[src/rtl/imt_apb_master.sv]
// imt_apb_master: single-outstanding command-to-APB requester with a PREADY
// watchdog, misalignment rejection and a held response channel.
`default_nettype none

module imt_apb_master #(
  parameter int unsigned TIMEOUT_CYCLES = 255
) (
  input  logic        clk_in,
  input  logic        reset_int,
  input  logic        cmd_valid,
  output logic        cmd_ready,
  input  logic        cmd_write,
  input  logic [31:0] cmd_addr,
  input  logic [31:0] cmd_wdata,
  output logic        rsp_valid,
  input  logic        rsp_ready,
  output logic [31:0] rsp_rdata,
  output logic        rsp_err,
  output logic        rsp_timeout,
  output logic [31:0] PADDR,
  output logic        PSEL,
  output logic        PENABLE,
  output logic        PWRITE,
  output logic [31:0] PWDATA,
  input  logic [31:0] PRDATA,
  input  logic        PREADY,
  input  logic        PSLVERR
);

  typedef enum logic [1:0] {
    IDLE   = 2'd0,
    SETUP  = 2'd1,
    ACCESS = 2'd2,
    RESP   = 2'd3
  } state_t;

  localparam logic [16:0] TMO_LIMIT = 17'(TIMEOUT_CYCLES);

  state_t      state_q, state_d;
  logic [31:0] paddr_q, paddr_d;
  logic        pwrite_q, pwrite_d;
  logic [31:0] pwdata_q, pwdata_d;
  logic [31:0] rdata_q, rdata_d;
  logic        err_q, err_d;
  logic        tmo_q, tmo_d;
  logic [15:0] cnt_q, cnt_d;
  logic [16:0] cnt_inc;

  // Widened so the limit compare cannot wrap at 65535.
  assign cnt_inc = {1'b0, cnt_q} + 17'd1;

  always_ff @(posedge clk_in or negedge reset_int) begin
    if (!reset_int) begin
      state_q  <= IDLE;
      paddr_q  <= '0;
      pwrite_q <= 1'b0;
      pwdata_q <= '0;
      rdata_q  <= '0;
      err_q    <= 1'b0;
      tmo_q    <= 1'b0;
      cnt_q    <= '0;
    end else begin
      state_q  <= state_d;
      paddr_q  <= paddr_d;
      pwrite_q <= pwrite_d;
      pwdata_q <= pwdata_d;
      rdata_q  <= rdata_d;
      err_q    <= err_d;
      tmo_q    <= tmo_d;
      cnt_q    <= cnt_d;
    end
  end

  always_comb begin
    state_d  = state_q;
    paddr_d  = paddr_q;
    pwrite_d = pwrite_q;
    pwdata_d = pwdata_q;
    rdata_d  = rdata_q;
    err_d    = err_q;
    tmo_d    = tmo_q;
    cnt_d    = cnt_q;
    case (state_q)
      IDLE: begin
        if (cmd_valid) begin
          paddr_d  = cmd_addr;
          pwrite_d = cmd_write;
          pwdata_d = cmd_wdata;
          rdata_d  = '0;
          tmo_d    = 1'b0;
          if (cmd_addr[1:0] == 2'b00) begin
            err_d   = 1'b0;
            cnt_d   = '0;
            state_d = SETUP;
          end else begin
            // Misaligned: answer with an error without touching the bus.
            err_d   = 1'b1;
            state_d = RESP;
          end
        end
      end
      SETUP: begin
        state_d = ACCESS;
      end
      ACCESS: begin
        if (PREADY) begin
          err_d   = PSLVERR;
          tmo_d   = 1'b0;
          rdata_d = (!pwrite_q && !PSLVERR) ? PRDATA : 32'd0;
          state_d = RESP;
        end else if ((TIMEOUT_CYCLES != 0) && (cnt_inc >= TMO_LIMIT)) begin
          err_d   = 1'b1;
          tmo_d   = 1'b1;
          rdata_d = '0;
          state_d = RESP;
        end else begin
          cnt_d = cnt_inc[15:0];
        end
      end
      RESP: begin
        if (rsp_ready) begin
          state_d = IDLE;
        end
      end
      default: state_d = IDLE;
    endcase
  end

  assign cmd_ready   = (state_q == IDLE);
  assign rsp_valid   = (state_q == RESP);
  assign rsp_rdata   = rdata_q;
  assign rsp_err     = err_q;
  assign rsp_timeout = tmo_q;
  assign PSEL        = (state_q == SETUP) || (state_q == ACCESS);
  assign PENABLE     = (state_q == ACCESS);
  assign PADDR       = paddr_q;
  assign PWRITE      = pwrite_q;
  assign PWDATA      = pwdata_q;

endmodule

`default_nettype wire
[config.mk]
export PLATFORM = sky130hd
export DESIGN_NAME = imt_apb_master
export DESIGN_NICKNAME = d
export VERILOG_FILES = /design/src/rtl/imt_apb_master.sv
export SDC_FILE = /design/constraint.sdc
export NUM_CORES = 1
export LEC_CHECK = 0
export CORE_ASPECT_RATIO = 1.25
export CORE_UTILIZATION = 43
export DETAILED_ROUTE_END_ITERATION = 16
export PLACE_DENSITY = 0.77
export SETUP_SLACK_MARGIN = 0.3
export SLEW_MARGIN = 10
export SYNTH_ARGS = -nofsm -noshare
export SYNTH_HDL_FRONTEND = slang
export SYNTH_SLANG_ARGS = --single-unit
[constraint.sdc]
create_clock -name clk_in -period 3.3 [get_ports clk_in]
set_clock_uncertainty 0.1 [all_clocks]
set_input_delay 0.33 -clock clk_in [delete_from_list [all_inputs] [get_ports clk_in]]
set_output_delay 0.33 -clock clk_in [all_outputs]
set_load 0.05 [all_outputs]
==> metrics.md <==
| Metric | Value |
|---|---|
| Status | finished, final reports clean |
| CP delay by family, top | simple AND/OR/NAND/NOR gates |
| Dominant synthesized flop cell | dfrtp_1 |
| Minimum clock period | 2830 ps |
| Routed wire length | 14000 µm |
| GP Congestion | 0.808 |
| Fin. Hold Viols | 0 |
| Avg Cell Area, Syn | ~14 µm² |
| Die W | 98.6 µm |
| Max-slew headroom | 0.488 |
| Clock Tree Buf Depth | 2 |
| Initial antenna violation count | 0 |
| Skew-Pair Late Insertion Delay | 410 ps |
| Root Buffer Master | clkbuf_16 |
| Required time of the worst setup path | 3550 ps |
| DIE AREA | 12100 µm² |
| HP Class | reg2reg |
| Unrepaired setup endpoints after global routing | yes |
| CP bufs+invs | 0 |
| CP Capture Type | flop |
| Crit-path cells | ha_2 -> and4_2 -> nand4_1 -> mux2i_1 -> o221ai_2 -> nor3_4 -> a22o_2 -> a22o_1 |
| Post-synthesis cell area | 5010 µm² |
| Sequential share of power | 0.264 |
| Int Pwr | 5.00 mW |
| Sw Pwr | about 4.1 mW |
| Most common cell after layout, fill and taps aside | clkdlybuf4s50_1 |
| Total Routing Usage GR | 0.232 |
| Pleak | 3.31 nW |
| Setup-failing EPs final | 0 |
| Multi-input gate area | 1940 µm² |
| DR pass1 iterations | 4 |
| CTS sink count | 117 |
| Distinct cells, synth | 56 |
| Seq/Total Area, Yosys | 0.584 |
| Largest net degree at the start of global routing | 60 |
| Critical path class | reg2reg |
| Core Area | 11200 µm² |
| Power Density | 1180 nW/µm² |
| Tcrit/Tclk final | 0.857 |
| Most frequent cells in the layout | clkdlybuf4s50_1, dfrtp_1, mux2_2, a22o_1, clkbuf_16 |
| Fin Setup TNS | 0 ps |
| # fillers | 790 |
| Async set or reset register ratio after synthesis | 1.00 |
| Dpl hpwl | 9810 µm |
| H-tree depth | 4 |
| Hold_sp | PADDR[9] |
| Sw Ratio | 0.454 |
| I/O pins | about 210 |
| Port bufs | 205 |
| Ys Warns | 0 |
| VDD IR max | between 0.9 and 1 mV |
| Power share of the combinational group | 0.540 |
| First-pass GRT wire length | 20900 µm |
| Antenna fix cells | 0 |
| Slew @ Worst Pin | 769 ps |
| Register Area | 2930 µm² |
| DRC | 0 |
| Seq cells post-synth | 117 |
| Critical path's slowest cell | dfrtp_1 |
| Mapped Nets | 474 |
| Post-synth EDFFs | 0 |
| DR vias | 3908 |
| Layout cell share with drive strength beyond 1 | 0.220 |
| Area growth syn-to-layout | 55.0% |
| Per-cell routed wire length | 19.4 µm |
| Max-Cap Viols | 0 |
| Crit path DAT | 3080 ps |
| Critical Path Start Type | flop |
| Initial Util | 0.446 |
| Post-route ant nets | 0 |
| CTS tree | built |
| CP peak stage delay | 480 ps |
| DR iter-0 viols | roughly 160 |
| Max Fclk | about 0.35 GHz |
| CP max FO | 16 |
| Vias in the first global route | ~4100 |
| Power share of the clock group | 0.197 |
| CTS clk-pin slew, worst paths | 60 ps |
| Vias per std cell | 5.39 |
| Die span in y | approximately 120 µm |
| Grt ovf | 0 |
| Row cnt | 43 |
| Worst setup path start | cnt_q[1] |
| Fin nets | 685 |
| CTS buffer count | 17 |
| Final Hold Slack | 400 ps |
| Fin. max-slew vios | 0 |
| Post-Synthesis Cells | 366 |
| Worst r2r src | cnt_q[1] |
cells by family after synthesis:
logic type | synth area share
xor gates and xnor gates | 0.00524
DFF | 0.584
AOI/OAI and AO/OA | 0.116
and+or+nand+nor | 0.0958
muxes | 0.153
adders and majority gates | 0.0125
buffers and inverters | 0.0332
state kept, by name, indices dropped and copies added (netlist names):
name         count
PADDR           32
PWDATA          32
PWRITE           1
cnt_q           16
rsp_err          1
rsp_rdata       32
rsp_timeout      1
state_q          2
path summary, 6_finish.rpt:
kind / depth (start not counted) / slack, ps / to
worst min-delay path: 1 / 400 / PADDR[9]
max in group asynchronous: 3 / 1860 / state_q[1]
min in group asynchronous: 2 / 430 / rsp_rdata[15]
worst min register to register: 1 / 400 / PADDR[9]
worst max register to register: 8 / 470 / rsp_rdata[18]
worst max-delay path: 8 / 470 / rsp_rdata[18]
power by group through the flow:
| stage | clock network, mW | registers, mW | logic [mW] |
|---|---|---|---|
| floorplan | 0 | 4.35 | 1.30 |
| global placement | 0 | 2.39 | 4.82 |
| detailed placement | 0 | 2.41 | 4.87 |
| CTS | 1.82 | 2.41 | 4.89 |
| global route | 1.89 | 2.49 | 5.12 |
| finish | 1.80 | 2.41 | 4.93 |
cell type report:
class,instances,share of cell area
inverter,4,0.00193
clock buffer,23,0.0615
clock inverter,9,0.0130
multi-input combinational,224,0.250
sequential,117,0.377
tap,135,0.0217
timing repair buffer,213,0.275
layer usage:
metal  global-route usage  share of wire  vias up
li1                     -              -     1776
met1                0.248           0.36     1955
met2                0.397           0.52      150
met3                0.106          0.090       27
met4                0.104          0.028        0
met5                    0              0        -
cell usage after synthesis, types with 3 or more instances:
cell      count  area, µm²
and2_1        8       50.1
o211ai_1      3       22.5
nand4_1       3       18.8
nand2_1      16       60.1
a21oi_1       7       35.0
buf_6         7       78.8
nand3b_1      3       22.5
mux2_2       65        732
nand4b_1      3       26.3
nor3_1        3       15.0
ha_1          5       62.6
a32o_1        3       30.0
inv_1         4       15.0
dfrtp_1     117       2930
clkbuf_1      8       30.0
nor2_1       10       37.5
a22o_1       32        280
nand3_1       6       30.0
buf_4         4       30.0
and3_1        4       25.0
nor4_1        4       25.0
nand2b_1      4       25.0
o21ai_0       5       25.0
stage by stage:
stage	instance area (µm²)	power (mW)	std cells	setup WS (ps)	utilization
6_report	7770	9.14	725	472	0.691
2_1_floorplan	5010	5.64	366	826	-
4_1_cts	7730	9.12	722	338	0.687
3_5_place_dp	7140	7.28	689	372	0.635
5_1_grt	7770	9.50	725	267	0.691
3_3_place_gp	7140	7.20	689	442	0.635
timing repair:
item	4_1_cts	5_1_grt
hold buffers	1	0
setup endpoints to repair	0	11
setup buffers	0	2
hold endpoints to repair	58	0
gates resized for setup	0	3
Note: power is estimated with default switching activity, not from simulation.
